===== config.mk =====
export PLATFORM = sky130hd
export DESIGN_NAME = pc_sequencer
export DESIGN_NICKNAME = d
export VERILOG_FILES = /design/src/rtl/pc_pkg.sv /design/src/rtl/pc_ras.sv /design/src/rtl/pc_sequencer.sv
export SDC_FILE = /design/constraint.sdc
export NUM_CORES = 1
export LEC_CHECK = 0
export ABC_AREA = 1
export ABC_CLOCK_PERIOD_IN_PS = 5200
export CORE_MARGIN = 2
export CORE_UTILIZATION = 34
export DETAILED_ROUTE_END_ITERATION = 16
export HOLD_SLACK_MARGIN = 0.08
export MAX_ROUTING_LAYER = met4
export PLACE_DENSITY = 0.95
export SLEW_MARGIN = 20
export SYNTH_ARGS = -nofsm -noshare
export SYNTH_HDL_FRONTEND = slang
export SYNTH_SLANG_ARGS = --single-unit

===== constraint.sdc =====
create_clock -name clk -period 5.2 [get_ports clk]
set_clock_uncertainty 0.2 [all_clocks]
set_input_delay 1.3 -clock clk [delete_from_list [all_inputs] [get_ports clk]]
set_output_delay 1.3 -clock clk [all_outputs]
set_load 0.02 [all_outputs]

===== src/rtl/pc_pkg.sv =====
// rtl/pc_pkg.sv - next-PC select encoding and branch-mode constants shared by pc_sequencer
package pc_pkg;

  typedef enum logic [2:0] {
    SEL_HOLD,
    SEL_RET,
    SEL_JMP,
    SEL_BR,
    SEL_SEQ
  } sel_t;

  localparam logic BRMODE_BNE = 1'b0;
  localparam logic BRMODE_BEQ = 1'b1;

  // Priority: stall > ret > call/j > taken branch > sequential.
  // A ret that finds the stack empty falls through to the sequential address.
  function automatic sel_t pick_sel(input logic stall, input logic ret_req,
                                    input logic stack_empty, input logic jmp,
                                    input logic taken);
    sel_t sel;
    sel = SEL_SEQ;
    if (stall)        sel = SEL_HOLD;
    else if (ret_req) sel = stack_empty ? SEL_SEQ : SEL_RET;
    else if (jmp)     sel = SEL_JMP;
    else if (taken)   sel = SEL_BR;
    return sel;
  endfunction

endpackage


===== src/rtl/pc_ras.sv =====
// rtl/pc_ras.sv - circular return-address stack; a push when full drops the oldest entry
module pc_ras #(
  parameter int W     = 7,
  parameter int DEPTH = 4
) (
  input  logic                       clk,
  input  logic                       reset,
  input  logic                       push,
  input  logic                       pop,
  input  logic [W-1:0]               din,
  output logic [W-1:0]               top,
  output logic [$clog2(DEPTH):0]     count,
  output logic                       full,
  output logic                       empty,
  output logic                       err
);

  localparam int AW = $clog2(DEPTH);
  localparam int CW = AW + 1;

  logic [W-1:0]  mem [DEPTH];
  logic [AW-1:0] ptr;
  logic [CW-1:0] cnt;
  logic [AW-1:0] wr_idx;
  logic          wr_en;

  assign full  = (cnt == CW'(DEPTH));
  assign empty = (cnt == '0);
  assign top   = mem[ptr];
  assign count = cnt;

  // push+pop together replaces the top entry in place; on an empty stack nothing is written
  assign wr_en  = push && !(pop && empty);
  assign wr_idx = pop ? ptr : ptr + AW'(1);

  always_ff @(posedge clk or posedge reset) begin
    if (reset) begin
      ptr <= '0;
      cnt <= '0;
      err <= 1'b0;
    end else if (push && pop) begin
      if (empty) err <= 1'b1;
    end else if (push) begin
      ptr <= ptr + AW'(1);
      if (full) err <= 1'b1;
      else      cnt <= cnt + CW'(1);
    end else if (pop) begin
      if (empty) begin
        err <= 1'b1;
      end else begin
        ptr <= ptr - AW'(1);
        cnt <= cnt - CW'(1);
      end
    end
  end

  // Entry contents are not reset; only pointer and count define validity.
  always_ff @(posedge clk) begin
    if (!reset && wr_en) mem[wr_idx] <= din;
  end

endmodule


===== src/rtl/pc_sequencer.sv =====
// rtl/pc_sequencer.sv - program counter with jump/branch/call/ret; PC_SEQUENCER_RAS_EN builds the return stack in
module pc_sequencer
  import pc_pkg::*;
#(
  parameter int PC_W      = 7,
  parameter int JADX_W    = 26,
  parameter int BR_W      = 32,
  parameter int RAS_DEPTH = 4
) (
  input  logic              clk,
  input  logic              reset,
  input  logic              stall,
  input  logic              j,
  input  logic [JADX_W-1:0] jAdx,
  input  logic              br,
  input  logic [BR_W-1:0]   brAdx,
  input  logic              z,
  input  logic              brMode,
  input  logic              call,
  input  logic              ret,
  output logic [PC_W-1:0]   prgCount,
  output logic              ras_empty,
  output logic              ras_full,
  output logic              ras_err
);

  localparam int EW = (BR_W > PC_W) ? BR_W : PC_W;

  logic [PC_W-1:0] seq;
  logic [PC_W-1:0] br_tgt;
  logic [PC_W-1:0] j_tgt;
  logic [PC_W-1:0] ras_top;
  logic [PC_W-1:0] next_pc;
  logic [EW-1:0]   br_ext;
  logic            taken;
  logic            ret_req;
  logic            jmp;
  logic            unused_bits;
  sel_t            sel;

  assign seq    = prgCount + PC_W'(1);
  assign br_ext = EW'($signed(brAdx));
  assign br_tgt = seq + br_ext[PC_W-1:0];
  assign j_tgt  = jAdx[PC_W-1:0];
  assign taken  = br & ((brMode == BRMODE_BEQ) ? z : ~z);

`ifdef PC_SEQUENCER_RAS_EN
  logic [$clog2(RAS_DEPTH):0] ras_count;

  assign ret_req = ret;
  assign jmp     = j | call;

  pc_ras #(
    .W     (PC_W),
    .DEPTH (RAS_DEPTH)
  ) u_ras (
    .clk   (clk),
    .reset (reset),
    .push  (call & ~stall),
    .pop   (ret & ~stall),
    .din   (seq),
    .top   (ras_top),
    .count (ras_count),
    .full  (ras_full),
    .empty (ras_empty),
    .err   (ras_err)
  );

  assign unused_bits = ^{jAdx, br_ext, ras_count};
`else
  // Without the stack, call degenerates to a plain jump and ret is ignored.
  assign ret_req     = 1'b0;
  assign jmp         = j | call;
  assign ras_top     = '0;
  assign ras_empty   = 1'b1;
  assign ras_full    = 1'b0;
  assign ras_err     = 1'b0;
  assign unused_bits = ^{jAdx, br_ext, ret, ras_top};
`endif

  always_comb begin
    next_pc = seq;
    sel     = pick_sel(stall, ret_req, ras_empty, jmp, taken);
    case (sel)
      SEL_HOLD: next_pc = prgCount;
      SEL_RET:  next_pc = ras_top;
      SEL_JMP:  next_pc = j_tgt;
      SEL_BR:   next_pc = br_tgt;
      SEL_SEQ:  next_pc = seq;
      default:  next_pc = seq;
    endcase
  end

  always_ff @(posedge clk or posedge reset) begin
    if (reset) prgCount <= '0;
    else       prgCount <= next_pc;
  end

endmodule


# Yosys cells after proc, flatten, opt, wreduce, memory -nomap -nowiden
# Index checks and enable logic that the tools add are counted.
classes:
  mux: 5
  n_addsub: 2
  n_div: 0
  magnitude_cmp: 0
  eq_ne: 3
  mul: 0
  n_shift: 0
  n_reduce_logical: 1
  bitwise: 3
op_table:
  columns: ["cell", "count"]
  rows:
  - ["$pmux 7 s4", 1]
  - ["$mux 3", 3]
  - ["$add 7x1->7 const B", 1]
  - ["$add 7x7->7", 1]
  - ["$eq 3x2->1 const B", 2]
  - ["$eq 3x1->1 const B", 1]
  - ["$logic_not 3->1", 1]
  - ["$and 1x1->1", 1]
  - ["$mux 1", 1]
  - ["$not 1->1", 1]
  - ["$or 1x1->1", 1]
word_totals:
  memories: 0
  output_inout_bits: 10
  ram_bits: 0
  latchBits: 0
  regBits: 7
  inputBits: 67
  rom_bits: 0
  word_cells: 15

# Depth between registers and ports, before layout
# Gate-level depths: netlist of run 1.
logic_depth:
  ltp_word: 8
  depth_mapped: 14
  depth_no_buf: 14

# Worst setup path before layout of run 1
# No wires, ideal clock.
synth_path:
  path_kind: "in2reg"
  startpoint: "in brAdx[0]"
  endpoint: "reg prgCount[4]"
  setup_ns: 0.127
  arrival_time_ns: 2.418
  path_stages: 10
  t_required_ns: 4.873
  n_path_buf: 0
  setup_slack_ns: 2.455
  path_cell_list: "ha_1 > fa_1 > inv_1 > nor2_1 > nor3_1 > nor2_1 > nand2_1 > nand3_1 > nand2_1 > o21ai_0"
synth_between:
  elab_chain_cells: 2
synth_lines:
  columns: ["item", "line_no", "rtl"]
  rows:
  - ["start: declaration", "pc_sequencer.sv:16", "input logic [BR_W-1:0] brAdx,"]
  - ["$add 7x7->7", "pc_sequencer.sv:43", "assign br_tgt = seq + br_ext[PC_W-1:0];"]
  - ["$pmux 7 s4", "pc_sequencer.sv:84", "case (sel)"]
  - ["end signal: assignment", "pc_sequencer.sv:96", "else prgCount <= next_pc;"]
  - ["end: declaration", "pc_sequencer.sv:21", "output logic [PC_W-1:0] prgCount,"]
# Every way passes these cells.
# A chain may end at the register's enable or synchronous reset.

# Final worst setup path of run 1
# Same ends and word-level chain as after synthesis.

==> results of run 1 <==
layer usage:
metal | wire [um] | vias up
li1 | - | 504
met1 | 901 | 406
met2 | 909 | 34
met3 | 115 | 0
met4 | 0 | 0
met5 | 0 | -
cells in the mapped netlist (2+ instances only):
| library cell | number |
|---|---|
| a21oi_1 | 10 |
| buf_4 | 3 |
| conb_1 | 2 |
| dfrtp_1 | 7 |
| ha_1 | 7 |
| inv_1 | 21 |
| nand2_1 | 38 |
| nand3_1 | 13 |
| nand4_1 | 3 |
| nor2_1 | 11 |
| nor2_4 | 2 |
| nor3_1 | 2 |
| nor3_2 | 2 |
| o21ai_0 | 7 |
| xor2_1 | 4 |
kinds of logic after synthesis:
kind of cell | synth area share
xor gates and xnor gates | 0.0489
and+or+nand+nor | 0.383
other | 0.00839
DFF | 0.196
AOI/OAI and AO/OA | 0.113
adders and majority gates | 0.120
buffers and inverters | 0.130
layout by cell type, fill, tap and decap left out, types with 3 or more instances in the layout:
master,Yosys,layout
nand2_1,38,38
xor2_1,4,4
a21oi_1,10,10
nor2_1,11,11
clkbuf_4,0,3
o21ai_0,7,7
nand3_1,13,13
ha_1,7,7
dfrtp_1,7,7
clkdlybuf4s50_1,0,28
nand4_1,3,3
conb_1,2,3
inv_1,21,21
final timing paths:
check	start	to	slack, ns	cells after the start
worst max-delay path	brAdx[0]	prgCount[4]$_DFFE_PP0P_	2.15	11
worst min-delay path	prgCount[6]$_DFFE_PP0P_	prgCount[6]$_DFFE_PP0P_	0.33	2
worst max register to register	prgCount[0]$_DFFE_PP0P_	prgCount[5]$_DFFE_PP0P_	2.82	9
worst min register to register	prgCount[6]$_DFFE_PP0P_	prgCount[6]$_DFFE_PP0P_	0.33	2
max in group asynchronous	reset	prgCount[1]$_DFFE_PP0P_	3.51	2
min in group asynchronous	reset	prgCount[6]$_DFFE_PP0P_	1.09	2
stage by stage:
| stage | power [uW] | cells | instance area (sq um) | worst slack [ns] |
|---|---|---|---|---|
| after CTS | 315 | 200 | 1210 | 2.13 |
| after floorplan | 208 | 142 | 898 | 2.46 |
| after detailed placement | 266 | 196 | 1180 | 1.87 |
| after global placement | 261 | 196 | 1180 | 1.94 |
| after global routing | 342 | 200 | 1210 | 1.98 |
| final | 312 | 200 | 1210 | 2.15 |
worst max-delay path, delay by kind of cell:
kind                       cells  cell delay (ns)
AOI/OAI and AO/OA              1             0.08
adders and majority gates      2             0.68
buffers and inverters          2             0.49
and+or+nand+nor                6             0.43
final cells by class:
class	instances	area (sq um)
inverters	22	82.6
flip-flops and latches	7	175
repair buffers	28	280
fillers	260	1270
clock buffers	4	26.3
well taps	30	37.5
multi-input cells	109	607
power by group through the flow:
stage | sequential (uW) | combinational, uW | clock [uW]
2_1_floorplan | 89.0 | 119 | 0
3_3_place_gp | 78.3 | 182 | 0
3_5_place_dp | 78.8 | 188 | 0
4_1_cts | 77.8 | 188 | 48.8
5_1_grt | 79.9 | 210 | 51.9
6_report | 77.7 | 187 | 46.7
==> results by group, run 1 <==
Power
  – Psw: approximately 130 uW
  – Pwr dens: between 200 and 300 nW/um^2
  – VDD IR-drop max: between 0.15 and 0.2 mV
  – Sw Share: 0.430
  – Reg power frac: 0.249
  – Combinational share of power: 0.601
  – Leakage power: 0.000595 uW
  – Pint: around 180 uW
  – Clock network fraction of design power: 0.150

Synth
  – Post-synthesis area per instance: 6.34 sq um
  – Number of synthesized register bits: 7
  – Post-synth EDFFs: 0
  – Cells after Synth: roughly 140
  – Syn. warnings: 0
  – Yosys top cell area share: 0.196
  – Top cells by area, synth: dfrtp_1, nand2_1, ha_1
  – Ys async rst share: 1.00
  – Synthesized area: 895 sq um
  – Main synth FF type: dfrtp_1
  – Synth area leader: dfrtp_1
  – Synth cell types: 24
  – Sequential share of the synthesized area: 0.196

Route
  – Initial DRC Count: 22
  – Via count: between 900 and 1,000
  – Final ANT Viol Nets: 0
  – DRC Markers: 0
  – Vias per cell: about 4.7
  – Wirelength, routed: just under 2 mm
  – DRT Pass-1 Iters: 4
  – Drt wl/cell: roughly 9.6 um

Finish
  – Fin nets: between 200 and 250
  – Max reg flops: 7
  – Layout Utilization: 0.488
  – Reg with most FFs: prgCount
  – Ant. Diodes: 0
  – Area Overhead vs Synth: 35.1%
  – Largest regs: prgCount: 7 flops
  – Layout cell share with drive strength beyond 1: 0.0706

Clocking
  – H-tree depth: 1
  – TritonCTS clock tree: done
  – CTS clk-pin slew, worst paths: around 0.050 ns
  – Post-CTS Repair Setup Buffers: 0
  – Post-CTS Hold Fix Bufs: 0
  – Root Driver: clkbuf_4
  – CTS buffer count: 3
  – Clock sink total: 7
  – Clk buf depth: 2
  – Post-CTS resize count: 0
  – Worst skew pair latency: about 0.24 ns

Timing
  – Slew Viols, Final: 0
  – Fin crit share: 0.587
  – Crit path time final: just over 3 ns
  – RSZ-0062 raised after global routing: false
  – Setup-failing EPs final: 0
  – Final hold slack: around 0.33 ns
  – Final TNS setup: 0 ns
  – F_max: around 330 MHz
  – Fin. Hold Viols: 0

Floorplanning
  – DIE AREA: approximately 3100 sq um
  – Starting Density: 0.361
  – # rows: 18
  – Core ar.: 2480 sq um
  – I/O pin cnt: between 70 and 80
  – DIE WIDTH: ~55 um
  – Die height: 55.3 um

GRT
  – Initial antenna violation count: 0
  – Largest net degree at the start of global routing: 11
  – Met2 Usage GRT: 0.213
  – Vias in the first global route: between 800 and 900
  – M3 GR Usage: 0.0234
  – Total global routing overflow: 0
  – Global route hottest layer: met2
  – First-pass GRT wire length: around 3.2 mm
  – Gr usage total: 0.130
  – Met1 usage: 0.172

Place
  – IO Port Bufs: 28
  – Post-DP HPWL: 1.67 mm
  – Routability Congestion: slightly above 0.8

Critical path
  – Startpoint Class: input port
  – Crit-path cells: clkdlybuf4s50_1 -> ha_1 -> fa_1 -> inv_1 -> nor2_1 -> nor3_1 -> nor2_1 -> nand2_1 -> nand3_1 -> nand2_1 -> o21ai_0
  – Crit path required time: 5.12 ns
  – CP endpoint kind: flip-flop
  – Slowest library cell on the worst path: fa_1
  – CP peak stage delay: ~0.44 ns
  – Critical Path Fanout Max: 4
  – Crit path kind: input port to flip-flop
  – CP arrival: about 3.0 ns

Job
  – Max_cap viols: 0

Worst hold path
  – Hold Path Class: flip-flop to flip-flop

Run status
  – Status: finished clean
No activity file was read; power rests on OpenSTA's default activity.
==> inputs of run 2 (changes only) <==
- ABC_CLOCK_PERIOD_IN_PS: 5200 -> 2700
- CORE_UTILIZATION: 34 -> 29
- PLACE_DENSITY: 0.95 -> 0.89
- clock period: 5.2 -> 2.7 ns (I/O delays scaled with it)
==> run 2 against run 1 <==
Effect of this change: combinational power grew 93%; non-clock buffer count grew 1; hold slack gained 0.025 ns; final cell count grew 2.0%; clock power grew 96%; clock-buffer cell count is the same; sequential share of layout area shrank 0.13 points; utilization shrank 8.2 points; die area grew 16%; global-route usage shrank 0.53 points; worst setup slack lost 1.9 ns; total power grew 93%.
==> results by group, run 2 (synthesis results as in run 1) <==
GRT
  – First-pass GRT wire length: 3.34 mm (was 3.25 mm)
  – Total global routing overflow: 0 (unchanged)
  – Largest net degree at the start of global routing: 9 (was 11)
  – Initial antenna violation count: 0 (unchanged)
  – Gr usage total: 0.125 (was 0.130)
  – Vias in the first global route: 813 (was 806)

Route
  – DRC Markers: 0 (unchanged)
  – Drt wl/cell: 9.59 um (was 9.63 um)
  – Final ANT Viol Nets: 0 (unchanged)
  – Via count: 948 (was 944)
  – Vias per cell: 4.65 (was 4.72)
  – Wirelength, routed: 1.96 mm (was 1.93 mm)
  – DRT Pass-1 Iters: 7 (was 4)
  – Initial DRC Count: 35 (was 22)

Finish
  – Leading cell types in the layout, fill and taps excluded: nand2_1, clkdlybuf4s50_1, inv_1 (unchanged)
  – Area Overhead vs Synth: 36.4% (was 35.1%)
  – Reg with most FFs: prgCount (unchanged)
  – Ant. Diodes: 0 (unchanged)
  – # fillers: 316 (was 260)
  – Layout cell share with drive strength beyond 1: 0.0760 (was 0.0706)
  – Max reg flops: 7 (unchanged)
  – Most common cell after layout, fill and taps aside: nand2_1 (unchanged)
  – Fin nets: 247 (was 246)
  – Largest regs: prgCount: 7 flops (unchanged)
  – Post-Layout Cell Count: 204 (was 200)

Clocking
  – TritonCTS clock tree: done (unchanged)
  – CTS buffer count: 3 (unchanged)
  – Post-CTS Hold Fix Bufs: 0 (unchanged)
  – Post-CTS resize count: 0 (unchanged)
  – Worst skew pair latency: 0.25 ns (was 0.24 ns)
  – Post-CTS Repair Setup Buffers: 0 (unchanged)
  – Clk buf depth: 2 (unchanged)
  – CTS clk-pin slew, worst paths: 0.05 ns (about the same)
  – H-tree depth: 1 (unchanged)
  – Clock sink total: 7 (unchanged)
  – Root Driver: clkbuf_4 (unchanged)

Run status
  – Status: finished clean (unchanged)

Critical path
  – Crit path required time: 2.62 ns (was 5.12 ns)
  – R2r setup slk: 0.34 ns (was 2.82 ns)
  – Worst r2r src: prgCount[0]$_DFFE_PP0P_ (unchanged)
  – Crit path kind: input port to flip-flop (unchanged)
  – CP endpoint kind: flip-flop (unchanged)
  – CP arrival: 2.33 ns (was 2.97 ns)
  – Reg-to-Reg End: prgCount[5]$_DFFE_PP0P_ (unchanged)
  – R2R depth: 9 (unchanged)
  – Startpoint Class: input port (unchanged)
  – Critical Path Fanout Max: 4 (unchanged)

Floorplanning
  – DIE AREA: 3550 sq um (was 3060 sq um)
  – Die height: 59.5 um (was 55.3 um)
  – DIE WIDTH: 59.5 um (was 55.3 um)
  – Starting Density: 0.298 (was 0.361)
  – I/O pin cnt: 77 (unchanged)
  – Core ar.: 3000 sq um (was 2480 sq um)
  – # rows: 20 (was 18)

Power
  – Pwr dens: 494 nW/um^2 (was 258 nW/um^2)
  – VDD IR-drop max: 0.182 mV (was 0.179 mV)
  – Leakage power: 0.000600 uW (was 0.000595 uW)

Timing
  – Setup-failing EPs final: 0 (unchanged)
  – Final hold slack: 0.359 ns (was 0.334 ns)
  – RSZ-0062 raised after global routing: false (unchanged)
  – Slew Viols, Final: 0 (unchanged)
  – Fin crit share: 0.892
  – Final TNS setup: 0 ns (unchanged)
  – F_max: 415 MHz
  – Fin. Hold Viols: 0 (unchanged)
  – Crit path time final: 2.41 ns

Place
  – IO Port Bufs: 28 (unchanged)
  – Dpl cells: 200 (was 196)
  – Post-DP HPWL: 1.70 mm (was 1.67 mm)
  – Routability Congestion: 0.776 (was 0.809)

Worst hold path
  – Hold depth: 2 (unchanged)
  – Worst Hold End: prgCount[6]$_DFFE_PP0P_ (unchanged)
  – Hold Path Origin: prgCount[6]$_DFFE_PP0P_ (unchanged)
  – Hold Path Class: flip-flop to flip-flop (unchanged)

Job
  – Max_cap viols: 0 (unchanged)
-- run 2: cell count changes in the layout (fill, tap and decap cells not counted) --
cell / before / now
buf_4: 0 / 1
-- run 2: worst max-delay path: stages --
cell and delay [ns]:
clkdlybuf4s50_1 0.41, ha_1 0.24, fa_1 0.43, inv_1 0.08, nor2_1 0.05, nor3_1 0.13
nor2_1 0.07, nand2_1 0.07, nand3_1 0.06, nand2_1 0.05, o21ai_0 0.07
-- run 2: per-layer routing --
metal  routed length [um]  track usage
met2                  939        0.201
met5                    0            -
met1                  924        0.162
met4                    0       0.0190
met3                   93       0.0328
-- run 2: worst max-delay path by stage --
stage	cells after the start	slack (ns)	start	end
3_5_place_dp	11	0.03	brAdx[0]	prgCount[4]$_DFFE_PP0P_
5_1_grt	9	0.15	prgCount[0]$_DFFE_PP0P_	prgCount[5]$_DFFE_PP0P_
6_report	11	0.29	brAdx[0]	prgCount[4]$_DFFE_PP0P_
3_3_place_gp	11	0.05	brAdx[0]	prgCount[4]$_DFFE_PP0P_
4_1_cts	11	0.30	brAdx[0]	prgCount[4]$_DFFE_PP0P_
2_1_floorplan	10	0.39	prgCount[0]$_DFFE_PP0P_	prgCount[5]$_DFFE_PP0P_
-- run 2: area by class of cell --
type | instances | area, sq um | area share
repair buffers | 29 | 288 | 0.236
well taps | 33 | 41.3 | 0.0338
clock buffers | 4 | 26.3 | 0.0215
multi-input cells | 109 | 607 | 0.497
flip-flops and latches | 7 | 175 | 0.144
inverters | 22 | 82.6 | 0.0677
-- run 2: power by group --
part	switching [uW]	internal (uW)	total (uW)
Sequential	26.4	124	151
Combinational	198	162	360
Clock	35.5	56.2	91.7
-- run 2: through the flow --
step / worst slack [ns] / cell area (sq um) / total power [uW] / utilization
2_1_floorplan: 0.392 / 898 / 400 / -
4_1_cts: 0.297 / 1220 / 610 / 0.406
3_5_place_dp: 0.0313 / 1190 / 514 / 0.398
6_report: 0.293 / 1220 / 603 / 0.406
5_1_grt: 0.148 / 1220 / 668 / 0.406
3_3_place_gp: 0.0473 / 1190 / 506 / 0.398
==> inputs of run 3 (changes only) <==
- ABC_CLOCK_PERIOD_IN_PS: 2700 -> 2500
- CAP_MARGIN: default -> 20
- CORE_UTILIZATION: 29 -> 32
- PLACE_DENSITY: 0.89 -> 0.92
- clock period: 2.7 -> 2.5 ns (I/O delays scaled with it)
==> run 3 against run 2 <==
Effect of this change: register-to-register slack lost 0.16 ns; design area up 2.3%; hold slack worse by 0.014 ns; sequential share of layout area down 0.32 points; clock-buffer cell count stayed put; total power rose by 12%; sequential power rose by 7%; flip-flop and latch count is the same; worst setup slack got worse by 0.11 ns; die area is 8.8% lower; clock power rose by 7.5%; first-iteration DRC count shrank 11%.
==> results by group, run 3 (synthesis results as in run 1) <==
Timing
  – Setup-failing EPs final: 0 (unchanged)
  – F_max: between 400 and 500 MHz
  – Slew Viols, Final: 0 (unchanged)
  – Fin crit share: 0.928
  – Crit path time final: between 2 and 2.5 ns
  – Fin. Hold Viols: 0 (unchanged)

Route
  – DRT Pass-1 Iters: 4 (was 7)
  – Via count: 969 (was 948)
  – Vias per cell: 4.73 (was 4.65)
  – Initial DRC Count: 31 (was 35)
  – Wirelength, routed: 2.01 mm (was 1.96 mm)
  – Drt wl/cell: 9.78 um (was 9.59 um)
  – DRC Markers: 0 (unchanged)
  – Final ANT Viol Nets: 0 (unchanged)

Place
  – Post-DP HPWL: 1.71 mm (was 1.70 mm)
  – IO Port Bufs: 28 (unchanged)
  – Dpl cells: 201 (was 200)
  – Placed cell area: 1210 sq um (was 1190 sq um)
  – Routability Congestion: 0.824 (was 0.776)

Clocking
  – Post-CTS Repair Setup Buffers: 0 (unchanged)
  – CTS clk-pin slew, worst paths: 0.05 ns (about the same)
  – Post-CTS Hold Fix Bufs: 0 (unchanged)
  – TritonCTS clock tree: done (unchanged)
  – Post-CTS resize count: 0 (unchanged)
  – Root Driver: clkbuf_4 (unchanged)
  – CTS buffer count: 3 (unchanged)
  – Clk buf depth: 2 (unchanged)
  – Clock sink total: 7 (unchanged)
  – Worst skew pair latency: 0.25 ns (about the same)
  – H-tree depth: 1 (unchanged)

Critical path
  – Startpoint Class: flip-flop (was input port)
  – Worst r2r src: prgCount[1]$_DFFE_PP0P_ (was prgCount[0]$_DFFE_PP0P_)
  – Crit path kind: flip-flop to flip-flop (was input port to flip-flop)
  – R2r setup slk: 0.18 ns (was 0.34 ns)
  – R2R depth: 13 (was 9)
  – Crit path required time: 2.44 ns (was 2.62 ns)
  – Reg-to-Reg End: prgCount[6]$_DFFE_PP0P_ (was prgCount[5]$_DFFE_PP0P_)
  – Setup crit start: prgCount[1]$_DFFE_PP0P_ (was brAdx[0])
  – CP arrival: 2.26 ns (was 2.33 ns)
  – Critical Path Fanout Max: 5 (was 4)
  – CP endpoint kind: flip-flop (unchanged)

Finish
  – Area Overhead vs Synth: 39.4% (was 36.4%)
  – Largest regs: prgCount: 7 flops (unchanged)
  – Fin nets: 250 (was 247)
  – Leading cell types in the layout, fill and taps excluded: nand2_1, clkdlybuf4s50_1, inv_1 (unchanged)
  – Reg with most FFs: prgCount (unchanged)
  – # fillers: 286 (was 316)
  – Post-Layout Cell Count: 205 (was 204)
  – Design area: 1250 sq um (was 1220 sq um)
  – Ant. Diodes: 0 (unchanged)
  – Layout cell share with drive strength beyond 1: 0.103 (was 0.0760)
  – Most common cell after layout, fill and taps aside: nand2_1 (unchanged)
  – Max reg flops: 7 (unchanged)

Floorplanning
  – # rows: 19 (was 20)
  – DIE AREA: 3230 sq um (was 3550 sq um)
  – I/O pin cnt: 77 (unchanged)
  – Starting Density: 0.330 (was 0.298)
  – Die height: 56.9 um (was 59.5 um)
  – Core ar.: 2710 sq um (was 3000 sq um)
  – DIE WIDTH: 56.9 um (was 59.5 um)

Power
  – Leakage power: 0.000614 uW (was 0.000600 uW)
  – Clock network fraction of design power: 0.147 (was 0.152)
  – Combinational share of power: 0.615 (was 0.598)
  – Sw Share: 0.429 (was 0.431)
  – Reg power frac: 0.239 (was 0.250)
  – VDD IR-drop max: 0.318 mV (was 0.182 mV)
  – Total power: 673 uW (was 603 uW)
  – Pwr dens: 540 nW/um^2 (was 494 nW/um^2)
  – Psw: 288 uW (was 260 uW)
  – Pint: 385 uW (was 343 uW)

Worst hold path
  – Worst Hold End: prgCount[6]$_DFFE_PP0P_ (unchanged)
  – Hold Path Origin: prgCount[6]$_DFFE_PP0P_ (unchanged)
  – Hold depth: 2 (unchanged)
  – Hold Path Class: flip-flop to flip-flop (unchanged)

Run status
  – Status: finished clean (unchanged)

GRT
  – Gr usage total: 0.130 (was 0.125)
  – Initial antenna violation count: 0 (unchanged)
  – Vias in the first global route: 860 (was 813)
  – Largest net degree at the start of global routing: 9 (unchanged)
  – Total global routing overflow: 0 (unchanged)
  – First-pass GRT wire length: 3.31 mm (was 3.34 mm)

Job
  – Max_cap viols: 0 (unchanged)
run 3: cell types whose count changed in the layout (fill, tap and decap cells not counted), sizes merged:
cell	previous run	this run
buf	1	4
run 3: how the worst max path moves through the flow:
stage | end | slack [ns]
after floorplan | prgCount[5]$_DFFE_PP0P_ | 0.19
after global placement | prgCount[4]$_DFFE_PP0P_ | -0.07
after detailed placement | prgCount[4]$_DFFE_PP0P_ | -0.09
after CTS | prgCount[5]$_DFFE_PP0P_ | 0.13
after global routing | prgCount[6]$_DFFE_PP0P_ | -0.003
final | prgCount[6]$_DFFE_PP0P_ | 0.18
run 3: metrics by stage:
step	TNS [ns]	setup WS (ns)	utilization	hold WS [ns]
after global routing	-0.00280	-0.00280	0.460	0.413
after floorplan	0	0.192	-	0.228
after global placement	-0.121	-0.0731	0.448	0.325
after CTS	0	0.134	0.458	0.348
final	0	0.181	0.460	0.345
after detailed placement	-0.148	-0.0925	0.448	0.336
run 3: layout make-up:
type / count / area [sq um] / share of cell area
Timing Repair Buffer: 32 / 310 / 0.249
Sequential cell: 7 / 175 / 0.140
Inverter: 22 / 82.6 / 0.0662
Clock buffer: 4 / 26.3 / 0.0211
Multi-Input combinational cell: 109 / 614 / 0.492
Tap cell: 31 / 38.8 / 0.0311
run 3: power by group through the flow:
stage                     clock network, uW  registers, uW  logic [uW]
after floorplan                           0            185         247
after global placement                    0            160         400
after detailed placement                  0            162         410
after CTS                               105            159         412
after global routing                    112            165         461
final                                  98.6            161         414
run 3: metal layers:
layer  part of all wire  GRT usage
met5                  0          -
met4                  0    0.00997
met3              0.058     0.0300
met1               0.46      0.165
met2               0.48      0.223
run 3: worst max-delay path, cell delays in order (launching register included):
cell,delay (ns)
dfrtp_1,0.40
ha_1,0.24
nand3_2,0.14
xor2_1,0.20
ha_1,0.36
nand2_1,0.07
inv_1,0.07
nand4_1,0.10
nand3_1,0.11
nand3_1,0.08
nand3_1,0.08
nand2_1,0.05
nand2_1,0.06
nand2_1,0.05
